===== src/rtl/mult_pkg.sv =====
// Shared definitions for the multiplier issue controller.
//   OP_W / PROD_W : operand and product widths
//   state_e       : issue FSM state encoding
//   op_entry_t    : one queued operation {signed mode, operand a, operand b}
package mult_pkg;

  localparam int unsigned OP_W   = 32;
  localparam int unsigned PROD_W = 64;

  typedef enum logic [1:0] {
    StIdle  = 2'd0,
    StIssue = 2'd1,
    StWait  = 2'd2
  } state_e;

  typedef struct packed {
    logic            sgn;
    logic [OP_W-1:0] a;
    logic [OP_W-1:0] b;
  } op_entry_t;

endpackage


===== src/rtl/op_fifo.sv =====
// Operand FIFO for the multiplier issue controller.
// Ports:
//   clk, reset_n         : clock, asynchronous active-low reset (empties the FIFO)
//   push, push_data      : write one entry (ignored when full)
//   pop, pop_data        : read/remove the head entry (ignored when empty); pop_data shows head
//   full, empty          : occupancy flags
// DEPTH must be a power of two >= 2 so the pointers wrap naturally.
module op_fifo
  import mult_pkg::*;
#(
  parameter int unsigned DEPTH = 4
) (
  input  logic      clk,
  input  logic      reset_n,
  input  logic      push,
  input  op_entry_t push_data,
  input  logic      pop,
  output op_entry_t pop_data,
  output logic      full,
  output logic      empty
);

  localparam int unsigned   AW       = $clog2(DEPTH);
  localparam logic [AW:0]   FULL_CNT = (AW+1)'(DEPTH);

  op_entry_t       mem [DEPTH];
  logic [AW-1:0]   wr_ptr_q, rd_ptr_q;
  logic [AW:0]     count_q;
  logic            push_en, pop_en;

  assign full     = (count_q == FULL_CNT);
  assign empty    = (count_q == '0);
  assign push_en  = push && !full;
  assign pop_en   = pop && !empty;
  assign pop_data = mem[rd_ptr_q];

  always_ff @(posedge clk or negedge reset_n) begin
    if (!reset_n) begin
      wr_ptr_q <= '0;
      rd_ptr_q <= '0;
      count_q  <= '0;
    end else begin
      if (push_en) wr_ptr_q <= wr_ptr_q + AW'(1);
      if (pop_en)  rd_ptr_q <= rd_ptr_q + AW'(1);
      // Simultaneous push and pop leave the occupancy unchanged.
      if (push_en && !pop_en)      count_q <= count_q + (AW+1)'(1);
      else if (pop_en && !push_en) count_q <= count_q - (AW+1)'(1);
    end
  end

  // Storage needs no reset: occupancy alone defines which entries are valid.
  always_ff @(posedge clk) begin
    if (push_en) mem[wr_ptr_q] <= push_data;
  end

endmodule


===== src/rtl/mult_issue_ctrl.sv =====
// Issue controller for a multi-cycle 32x32 multiplier.
// Queues operand requests, issues one operation at a time with a single-cycle
// mul_start, holds the operands stable until mul_done, and presents the
// captured product on a valid/ready output.
// Ports:
//   clk, reset_n                       : clock, asynchronous active-low reset
//   in_valid/in_ready, in_a/in_b/in_signed : operand request handshake
//   mul_start, mul_op_a/mul_op_b/mul_signed_mode : multiplier command
//   mul_done, mul_product              : multiplier completion (product valid only with done)
//   out_valid/out_ready, out_product/out_signed : result handshake
//   busy                               : any operation queued, in flight or unconsumed
//   err_timeout                        : sticky watchdog flag
// Build option: define MULT_ISSUE_TIMEOUT_EN to add the WAIT watchdog; otherwise
// err_timeout is tied low and WAIT waits indefinitely.
module mult_issue_ctrl
  import mult_pkg::*;
#(
  parameter int unsigned DEPTH   = 4,
  parameter int unsigned TIMEOUT = 64
) (
  input  logic              clk,
  input  logic              reset_n,
  input  logic              in_valid,
  output logic              in_ready,
  input  logic [OP_W-1:0]   in_a,
  input  logic [OP_W-1:0]   in_b,
  input  logic              in_signed,
  output logic              mul_start,
  output logic [OP_W-1:0]   mul_op_a,
  output logic [OP_W-1:0]   mul_op_b,
  output logic              mul_signed_mode,
  input  logic              mul_done,
  input  logic [PROD_W-1:0] mul_product,
  output logic              out_valid,
  input  logic              out_ready,
  output logic [PROD_W-1:0] out_product,
  output logic              out_signed,
  output logic              busy,
  output logic              err_timeout
);

  state_e            state_q, state_d;
  logic              fifo_full, fifo_empty, fifo_push, fifo_pop;
  op_entry_t         fifo_wdata, fifo_rdata;
  op_entry_t         op_q;
  logic              out_valid_q, out_signed_q;
  logic [PROD_W-1:0] out_product_q;
  logic              capture, timeout_hit;

  assign fifo_push  = in_valid && in_ready;
  assign fifo_wdata = '{sgn: in_signed, a: in_a, b: in_b};

  op_fifo #(
    .DEPTH (DEPTH)
  ) u_op_fifo (
    .clk       (clk),
    .reset_n   (reset_n),
    .push      (fifo_push),
    .push_data (fifo_wdata),
    .pop       (fifo_pop),
    .pop_data  (fifo_rdata),
    .full      (fifo_full),
    .empty     (fifo_empty)
  );

  always_comb begin
    state_d  = state_q;
    fifo_pop = 1'b0;
    capture  = 1'b0;
    unique case (state_q)
      StIdle: begin
        // Hold off while a result is unconsumed: only one op may be outstanding.
        if (!fifo_empty && !out_valid_q) begin
          state_d  = StIssue;
          fifo_pop = 1'b1;
        end
      end
      StIssue: state_d = StWait;
      StWait: begin
        if (mul_done) begin
          state_d = StIdle;
          capture = 1'b1;
        end else if (timeout_hit) begin
          state_d = StIdle;
        end
      end
      default: state_d = StIdle;
    endcase
  end

  always_ff @(posedge clk or negedge reset_n) begin
    if (!reset_n) begin
      state_q       <= StIdle;
      op_q          <= '0;
      out_valid_q   <= 1'b0;
      out_product_q <= '0;
      out_signed_q  <= 1'b0;
    end else begin
      state_q <= state_d;
      // Operands change only on pop, so they stay fixed through ISSUE and WAIT.
      if (fifo_pop) op_q <= fifo_rdata;
      // The multiplier clears its product after done, so capture on that cycle only.
      if (capture) begin
        out_valid_q   <= 1'b1;
        out_product_q <= mul_product;
        out_signed_q  <= op_q.sgn;
      end else if (out_valid_q && out_ready) begin
        out_valid_q <= 1'b0;
      end
    end
  end

`ifdef MULT_ISSUE_TIMEOUT_EN
  localparam int unsigned TW = $clog2(TIMEOUT + 1);

  logic [TW-1:0] wd_cnt_q;
  logic          err_q;

  // Counter holds the number of WAIT cycles already spent without mul_done.
  assign timeout_hit = (state_q == StWait) && !mul_done && (wd_cnt_q == TW'(TIMEOUT - 1));

  always_ff @(posedge clk or negedge reset_n) begin
    if (!reset_n) begin
      wd_cnt_q <= '0;
      err_q    <= 1'b0;
    end else begin
      if (state_q == StWait) wd_cnt_q <= wd_cnt_q + TW'(1);
      else                   wd_cnt_q <= '0;
      if (timeout_hit) err_q <= 1'b1;
    end
  end

  assign err_timeout = err_q;
`else
  logic unused_timeout;
  assign unused_timeout = ^TIMEOUT;
  assign timeout_hit    = 1'b0;
  assign err_timeout    = 1'b0;
`endif

  assign in_ready        = !fifo_full;
  assign mul_start       = (state_q == StIssue);
  assign mul_op_a        = op_q.a;
  assign mul_op_b        = op_q.b;
  assign mul_signed_mode = op_q.sgn;
  assign out_valid       = out_valid_q;
  assign out_product     = out_product_q;
  assign out_signed      = out_signed_q;
  assign busy            = (state_q != StIdle) || !fifo_empty || out_valid_q;

endmodule


===== config.mk =====
export PLATFORM = sky130hd
export DESIGN_NAME = mult_issue_ctrl
export DESIGN_NICKNAME = d
export VERILOG_FILES = /design/src/rtl/mult_pkg.sv /design/src/rtl/op_fifo.sv /design/src/rtl/mult_issue_ctrl.sv
export SDC_FILE = /design/constraint.sdc
export NUM_CORES = 1
export LEC_CHECK = 0
export BUFFER_PORTS_ARGS = -buffer_cell sky130_fd_sc_hd__clkbuf_2
export CAP_MARGIN = 15
export CORE_ASPECT_RATIO = 1.2
export CORE_MARGIN = 4
export CORE_UTILIZATION = 60
export DETAILED_ROUTE_END_ITERATION = 16
export HOLD_SLACK_MARGIN = 0.1
export PLACE_DENSITY = 0.85
export SYNTH_ARGS = -nofsm -noshare
export SYNTH_HDL_FRONTEND = slang
export SYNTH_SLANG_ARGS = --single-unit

===== constraint.sdc =====
create_clock -name clk -period 6.4 [get_ports clk]
set_clock_uncertainty 0.1 [all_clocks]
set_input_delay 0.64 -clock clk [delete_from_list [all_inputs] [get_ports clk]]
set_output_delay 0.64 -clock clk [all_outputs]
set_load 0.01 [all_outputs]

==> impl_metrics.py, run 1 <==
metrics = {
    "drt": {
        "drc_errors": 0,
        "drt_pre_antenna_iters": 4,
        "totalWireLength_mm": 29.1,
        "num_vias": 7220,
        "antenna_left": 0,
        "wire_per_inst_um": 22.5,
        "initialDrtViolationCount": 355,
        "via_per_inst": 5.58,
    },
    "final_layout": {
        "post-route-util_pct": 73.0,
        "area_growth_syn_to_layout_pct": 18.9,
        "stdcell_area_sq_um": 17700,
        "drive_gt1_share_pct": 54.8,
        "diodes": 0,
        "layout.nets": 1085,
        "fillers": 1433,
        "layout.cells.non_filler": 1294,
    },
    "clock_tree": {
        "cts_buffers": 37,
        "cts_tree": "built",
        "clock_path_buffers": 3,
        "path_clk_slew_ps": 60,
        "cts_sinks": 400,
        "h-tree-depth": 2,
        "cts-root-buf": "clkbuf_16",
        "insertion_delay_ps": 510,
    },
    "synthesis": {
        "ys_seq_elements": 400,
        "synthCells": 664,
        "synth_edf_count": 260,
        "synth_cell_types": 28,
        "syn_nets": 804,
        "synth.largest_area_cell": "edfxtp_1",
        "synth_warnings": 0,
        "syn_area_per_cell_sq_um": 22.4,
        "ys.flop_type": "edfxtp_1",
        "ys_top_cells_by_area": "edfxtp_1, dfrtp_1, mux4_2",
        "syn-cell-area_sq_um": 14900,
        "yosysTopAreaCellShare_pct": 52.5,
        "synth_seq_area_share_pct": 76.1,
        "synthArstFlopShare_pct": 35.0,
    },
    "worst_setup_path": {
        "required_ps": 6710,
        "path_cells": "buf_4 -> mux4_2 -> mux2_2",
        "cpLargestDelayFamily": "flip-flops",
        "cp_num_buf_inv": 1,
        "cp_max_fo": 38,
        "cp.arrival_ps": 3030,
        "crit_cells": 3,
        "crit_type": "flop to flop",
        "max_stage_delay_ps": 920,
        "cpMaxStageDelayCell": "dfrtp_4",
        "endpoint_kind": "flop",
        "reg2reg_depth": 3,
        "cp-start-kind": "flop",
    },
    "die": {
        "pin_count": 269,
        "start_util_pct": 61.4,
        "die_w_um": 152,
        "dieArea_sq_um": 27400,
        "die_y_um": 180,
        "core-area_sq_um": 24200,
        "rows": 62,
    },
    "place": {
        "place_inst": 1225,
        "pre_cts_slack_ps": 3620,
        "io_buffers": 267,
        "dp_hpwl_mm": 17.6,
        "dpl-instance-area_sq_um": 16400,
        "place_congestion": 0.722,
    },
    "timing": {
        "finalCritPeriodShare_pct": 42.5,
        "hold_viol": 0,
        "setup_ws_ps": 3680,
        "slew_headroom_pct": 31.4,
        "setup_viol": 0,
        "min_period_ps": 2720,
        "max_clock_freq_ghz": 0.368,
        "final.setup.tns_ps": 0,
        "rsz0062_at_grt": "no",
        "tightest_slew_ps": 1030,
        "slew_viol_final": 0,
    },
    "power_and_ir_drop": {
        "clkPwrFrac_pct": 24.1,
        "p_leak_nw": 6.98,
        "switching_share_pct": 29.2,
        "vdd_drop_max_v": 0.000303,
        "pwr-share-seq_pct": 45.9,
        "p_int_mw": 6.38,
        "powerDensity_nw_per_um2": 510,
        "combPwrFrac_pct": 30.0,
        "p_switching_mw": 2.63,
    },
    "global_route": {
        "grtUsageTotal_pct": 21.6,
        "grt_pass1_wl_mm": 44.7,
        "antenna_found_initial": 1,
        "grt_max_degree": 73,
        "overflow": 0,
        "grt_pass1_vias": 7976,
    },
    "worst_hold_path": {
        "hp-class": "input pin to flop",
        "holdPathStages": 2,
    },
    "status": {
        "status": "finished clean",
    },
    "run": {
        "cap_violations": 0,
    },
}
[state kept, by name, indices dropped and copies added, names as in the netlist]
signal              cells
u_op_fifo.wr_ptr_q      2
u_op_fifo.count_q       3
state_q                 2
u_op_fifo.rd_ptr_q      2
mul_op_b               32
u_op_fifo.mem         260
out_signed              1
mul_op_a               32
out_product            64
out_valid               1
mul_signed_mode         1
[metrics by stage]
step | total power, mW | hold WS [ps]
final | 9.02 | 215
after global routing | 9.51 | 209
after CTS | 9.14 | 195
after detailed placement | 6.94 | 392
after global placement | 6.81 | 387
after floorplan | 6.00 | 244
[cells in the final DEF, fill, tap and decap left out, drive strengths merged]
cell / instances
clkbuf: 323
edfxtp: 260
dfrtp: 140
mux2: 132
mux4: 65
clkinv: 7
inv: 6
buf: 6
ha: 5
and2: 4
xor2: 3
xnor2: 3
nor2: 2
nand2: 2
nand3b: 2
bufinv: 2
nor3: 2
nor2b: 2
a21boi: 1
nor3b: 1
or2: 1
o21ai: 1
fa: 1
conb: 1
clkinvlp: 1
dlygate4sd3: 1
[Yosys cell counts, drive strengths merged (3+ instances only)]
cell type  number
dfrtp         140
ha              5
mux2          132
buf            26
mux4           65
and2            4
clkbuf          5
xor2            3
edfxtp        260
inv             5
xnor2           3
[kinds of logic (layout without fill, tap and decap cells)]
kind of cell	Yosys count	in the layout	synth area share [%]
buffers and inverters	36	346	1.67
AO/OA/AOI/OAI	2	2	0.0842
multiplexers	197	197	20.6
flip-flops	400	400	76.1
other	1	1	0.0252
XOR/XNOR	6	6	0.354
AND/OR/NAND/NOR	16	16	0.648
adder cells (fa/ha/maj)	6	6	0.556
[routing by layer]
layer / track usage, % / vias up / routed length [um]
met5: 0 / - / 19
met4: 6.36 / 2 / 810
met3: 5.61 / 55 / 2400
met2: 37.9 / 295 / 15300
met1: 26.3 / 3690 / 10500
li1: - / 3178 / -
[path summary, 6_finish.rpt]
path                                        from              end  slack (ps)
max                        u_op_fifo.rd_ptr_q[0]     mul_op_b[16]        3680
min                                    out_ready        out_valid         210
max reg2reg                u_op_fifo.rd_ptr_q[0]     mul_op_b[16]        3680
min reg2reg                       out_product[1]   out_product[1]         400
max in group asynchronous                reset_n  out_product[16]        4260
min in group asynchronous                reset_n      mul_op_b[2]         620
[area by class of cell]
| class | instances | area [sq um] | share of cell area, % |
|---|---|---|---|
| Clock inverter | 11 | 110 | 0.623 |
| Multi-Input combinational cell | 228 | 3320 | 18.8 |
| Timing Repair Buffer | 273 | 1390 | 7.87 |
| Sequential cell | 400 | 11300 | 64.0 |
| Clock buffer | 57 | 1110 | 6.30 |
| Tap cell | 320 | 400 | 2.27 |
| Inverter | 5 | 18.8 | 0.106 |
[power by group through the flow]
stage               registers (mW)  clock network (mW)  logic (mW)
global route                  4.23                2.32        2.95
detailed placement            4.18                   0        2.75
global placement              4.15                   0        2.67
finish                        4.14                2.17        2.71
floorplan                     4.14                   0        1.86
CTS                           4.16                2.21        2.77
[repair_timing]
| item | 4_1_cts | 5_1_grt |
|---|---|---|
| endpoints found under the hold margin | 20 | 0 |
| endpoints found under the setup margin | 0 | 0 |
| hold buffers | 1 | 0 |
| resized for setup | 0 | 0 |
| buffers inserted | 0 | 0 |
Power figures use the tool's default switching activity.
==> run 2, diff against run 1 <==
--- a/config.mk
+++ b/config.mk
@@ -9,10 +9,10 @@
 export CAP_MARGIN = 15
 export CORE_ASPECT_RATIO = 1.2
 export CORE_MARGIN = 4
-export CORE_UTILIZATION = 60
+export CORE_UTILIZATION = 55
 export DETAILED_ROUTE_END_ITERATION = 16
 export HOLD_SLACK_MARGIN = 0.1
-export PLACE_DENSITY = 0.85
+export PLACE_DENSITY = 0.79
 export SYNTH_ARGS = -nofsm -noshare
 export SYNTH_HDL_FRONTEND = slang
 export SYNTH_SLANG_ARGS = --single-unit
==> constraint.sdc (replaced) <==
create_clock -name clk -period 2.7 [get_ports clk]
set_clock_uncertainty 0.1 [all_clocks]
set_input_delay 0.27 -clock clk [delete_from_list [all_inputs] [get_ports clk]]
set_output_delay 0.27 -clock clk [all_outputs]
set_load 0.01 [all_outputs]
==> run 2 against run 1 <==
Clock power is 140% higher. Non-clock buffer count increased by 145. Power up 140%. Worst hold slack worse by 56 ps. Sequential cell count stayed put. Cell count grew 13%. Sequential power increased by 130%. Critical path depth up 6. Via count increased by 9.6%. Core utilization shrank 0.30 points. Critical endpoint is now u_op_fifo.count_q[2]. Largest cell class unchanged. Largest power group unchanged.
==> impl_metrics.py, run 2 (same netlist as run 1, synthesis figures left out) <==
metrics = {
    "status": {
        "status": "finished clean",
    },
    "timing": {
        "final.setup.tns_ps": 0,
        "setup_viol": 0,
        "tightest_slew_ps": 549,
        "rsz0062_at_grt": "no",
        "finalCritPeriodShare_pct": 85.6,
        "setup_ws_ps": 388,
        "slew_viol_final": 0,
        "hold_ws_ps": 159,
        "max_clock_freq_ghz": 0.433,
        "min_period_ps": 2310,
        "slew_headroom_pct": 63.4,
        "hold_viol": 0,
    },
    "global_route": {
        "grt_pass1_wl_mm": 49.6,
        "grt_pass1_vias": 8820,
        "antenna_found_initial": 0,
        "grt_max_degree": 68,
        "overflow": 0,
        "grtUsageTotal_pct": 21.7,
    },
    "final_layout": {
        "largest_reg_flops": 260,
        "layout.nets": 1232,
        "stdcell_area_sq_um": 19200,
        "diodes": 0,
        "area_growth_syn_to_layout_pct": 29.3,
        "final_cell_mix": "clkbuf_2, edfxtp_1, dfrtp_1, dlygate4sd3_1, mux2_2",
        "final_common_cell": "clkbuf_2",
        "drive_gt1_share_pct": 49.1,
        "regMostFlops": "u_op_fifo.mem",
    },
    "power_and_ir_drop": {
        "p_leak_nw": 7.63,
        "pwr-share-seq_pct": 43.5,
        "powerDensity_nw_per_um2": 1140,
        "combPwrFrac_pct": 33.1,
        "clkPwrFrac_pct": 23.4,
        "vdd_drop_max_v": 0.000807,
        "p_switching_mw": 6.52,
        "p_int_mw": 15.3,
        "finalPower_mw": 21.8,
        "switching_share_pct": 29.9,
    },
    "worst_setup_path": {
        "cp-start-kind": "flop",
        "r2r_setup_slack_ps": 390,
        "crit_cells": 9,
        "path_cells": "nor3_1 -> nor2b_4 -> inv_1 -> ha_1 -> inv_1 -> fa_1 -> xor2_1 -> nor2_1 -> xor2_1",
        "reg2reg_depth": 9,
        "cp_num_buf_inv": 2,
        "cp_max_fo": 4,
        "cp.arrival_ps": 2650,
        "required_ps": 3040,
        "crit_type": "flop to flop",
        "endpoint_kind": "flop",
        "max_stage_delay_ps": 430,
        "r2r-start": "u_op_fifo.count_q[0]",
        "r2r_end": "u_op_fifo.count_q[2]",
        "cpMaxStageDelayCell": "dfrtp_1",
        "cpLargestDelayFamily": "simple AND/OR/NAND/NOR gates",
    },
    "place": {
        "place_congestion": 0.750,
        "dp_hpwl_mm": 18.0,
        "pre_cts_slack_ps": 388,
        "io_buffers": 267,
        "dpl-instance-area_sq_um": 16700,
    },
    "worst_hold_path": {
        "hp-class": "input pin to flop",
        "worst_hold_startpoint": "in_valid",
        "holdPathStages": 4,
        "holdPathEnd": "u_op_fifo.wr_ptr_q[0]",
    },
    "clock_tree": {
        "path_clk_slew_ps": 60,
        "cts-root-buf": "clkbuf_16",
        "post_cts_buffers": 0,
        "cts_buffers": 39,
        "cts_sinks": 400,
        "cts_tree": "built",
        "h-tree-depth": 2,
        "clock_path_buffers": 3,
        "insertion_delay_ps": 520,
    },
    "drt": {
        "drc_errors": 0,
        "via_per_inst": 5.43,
        "totalWireLength_mm": 32.0,
        "num_vias": 7911,
        "antenna_left": 0,
        "initialDrtViolationCount": 441,
        "wire_per_inst_um": 22.0,
        "drt_pre_antenna_iters": 5,
    },
    "die": {
        "start_util_pct": 56.2,
        "rows": 65,
        "core-area_sq_um": 26400,
        "pin_count": 269,
        "die_y_um": 188,
        "dieArea_sq_um": 29700,
        "die_w_um": 158,
    },
    "run": {
        "cap_violations": 0,
    },
}
==> run 2: cell types whose count changed in the layout (fill, tap and decap cells not counted), sizes merged <==
| cell | previous run | this run |
|---|---|---|
| buf | 6 | 20 |
| bufinv | 2 | 1 |
| clkbuf | 323 | 318 |
| clkinv | 7 | 13 |
| clkinvlp | 1 | 2 |
| dlygate4sd3 | 1 | 132 |
| inv | 6 | 8 |
==> run 2: layout make-up <==
type	instances	area, sq um
repair buffers	418	2930
well taps	335	419
flip-flops and latches	400	11300
multi-input cells	228	3320
clock buffers	52	1070
clock inverters	19	135
fillers	1487	7210
inverters	5	18.8
==> run 2: through the flow <==
stage	std cells	utilization, %
after floorplan	664	-
after global placement	1254	63.1
final	1457	72.7
after global routing	1457	72.7
after detailed placement	1254	63.1
after CTS	1457	72.7
==> run 2: repair_timing <==
item                       CTS  global route
resized for setup            0             0
hold endpoints to repair   406             0
setup endpoints to repair    0             0
hold buffers               132             0
==> run 2: worst max path at each step <==
| stage | from | slack (ps) | end |
|---|---|---|---|
| detailed placement | u_op_fifo.count_q[0] | 390 | u_op_fifo.count_q[2] |
| floorplan | u_op_fifo.count_q[0] | 280 | u_op_fifo.count_q[2] |
| CTS | u_op_fifo.count_q[0] | 370 | u_op_fifo.count_q[2] |
| finish | u_op_fifo.count_q[0] | 390 | u_op_fifo.count_q[2] |
| global route | u_op_fifo.count_q[0] | 200 | u_op_fifo.count_q[2] |
| global placement | u_op_fifo.count_q[0] | 470 | u_op_fifo.count_q[2] |
==> run 2: metal layers <==
layer | vias to the layer above | GRT usage [%] | wire, um
li1 | 3469 | - | -
met1 | 4055 | 26.9 | 12100
met2 | 331 | 38.8 | 17000
met3 | 56 | 4.27 | 2260
met4 | 0 | 6.04 | 753
met5 | - | 0 | 0
==> run 2: power groups by stage <==
stage	Clock, mW	Sequential [mW]	Combinational, mW
after global placement	0	9.47	6.95
after detailed placement	0	9.56	7.10
after global routing	5.50	9.68	7.78
after CTS	5.20	9.46	7.28
after floorplan	0	9.77	4.41
final	5.11	9.50	7.22
==> run 2: worst register-to-register path, delay by kind of cell, from the launching register on <==
| family | cells | cell delay [ps] |
|---|---|---|
| simple gates | 3 | 640 |
| fa+ha+maj | 2 | 610 |
| flops | 1 | 430 |
| xor+xnor | 2 | 310 |
| buf+inv | 2 | 140 |
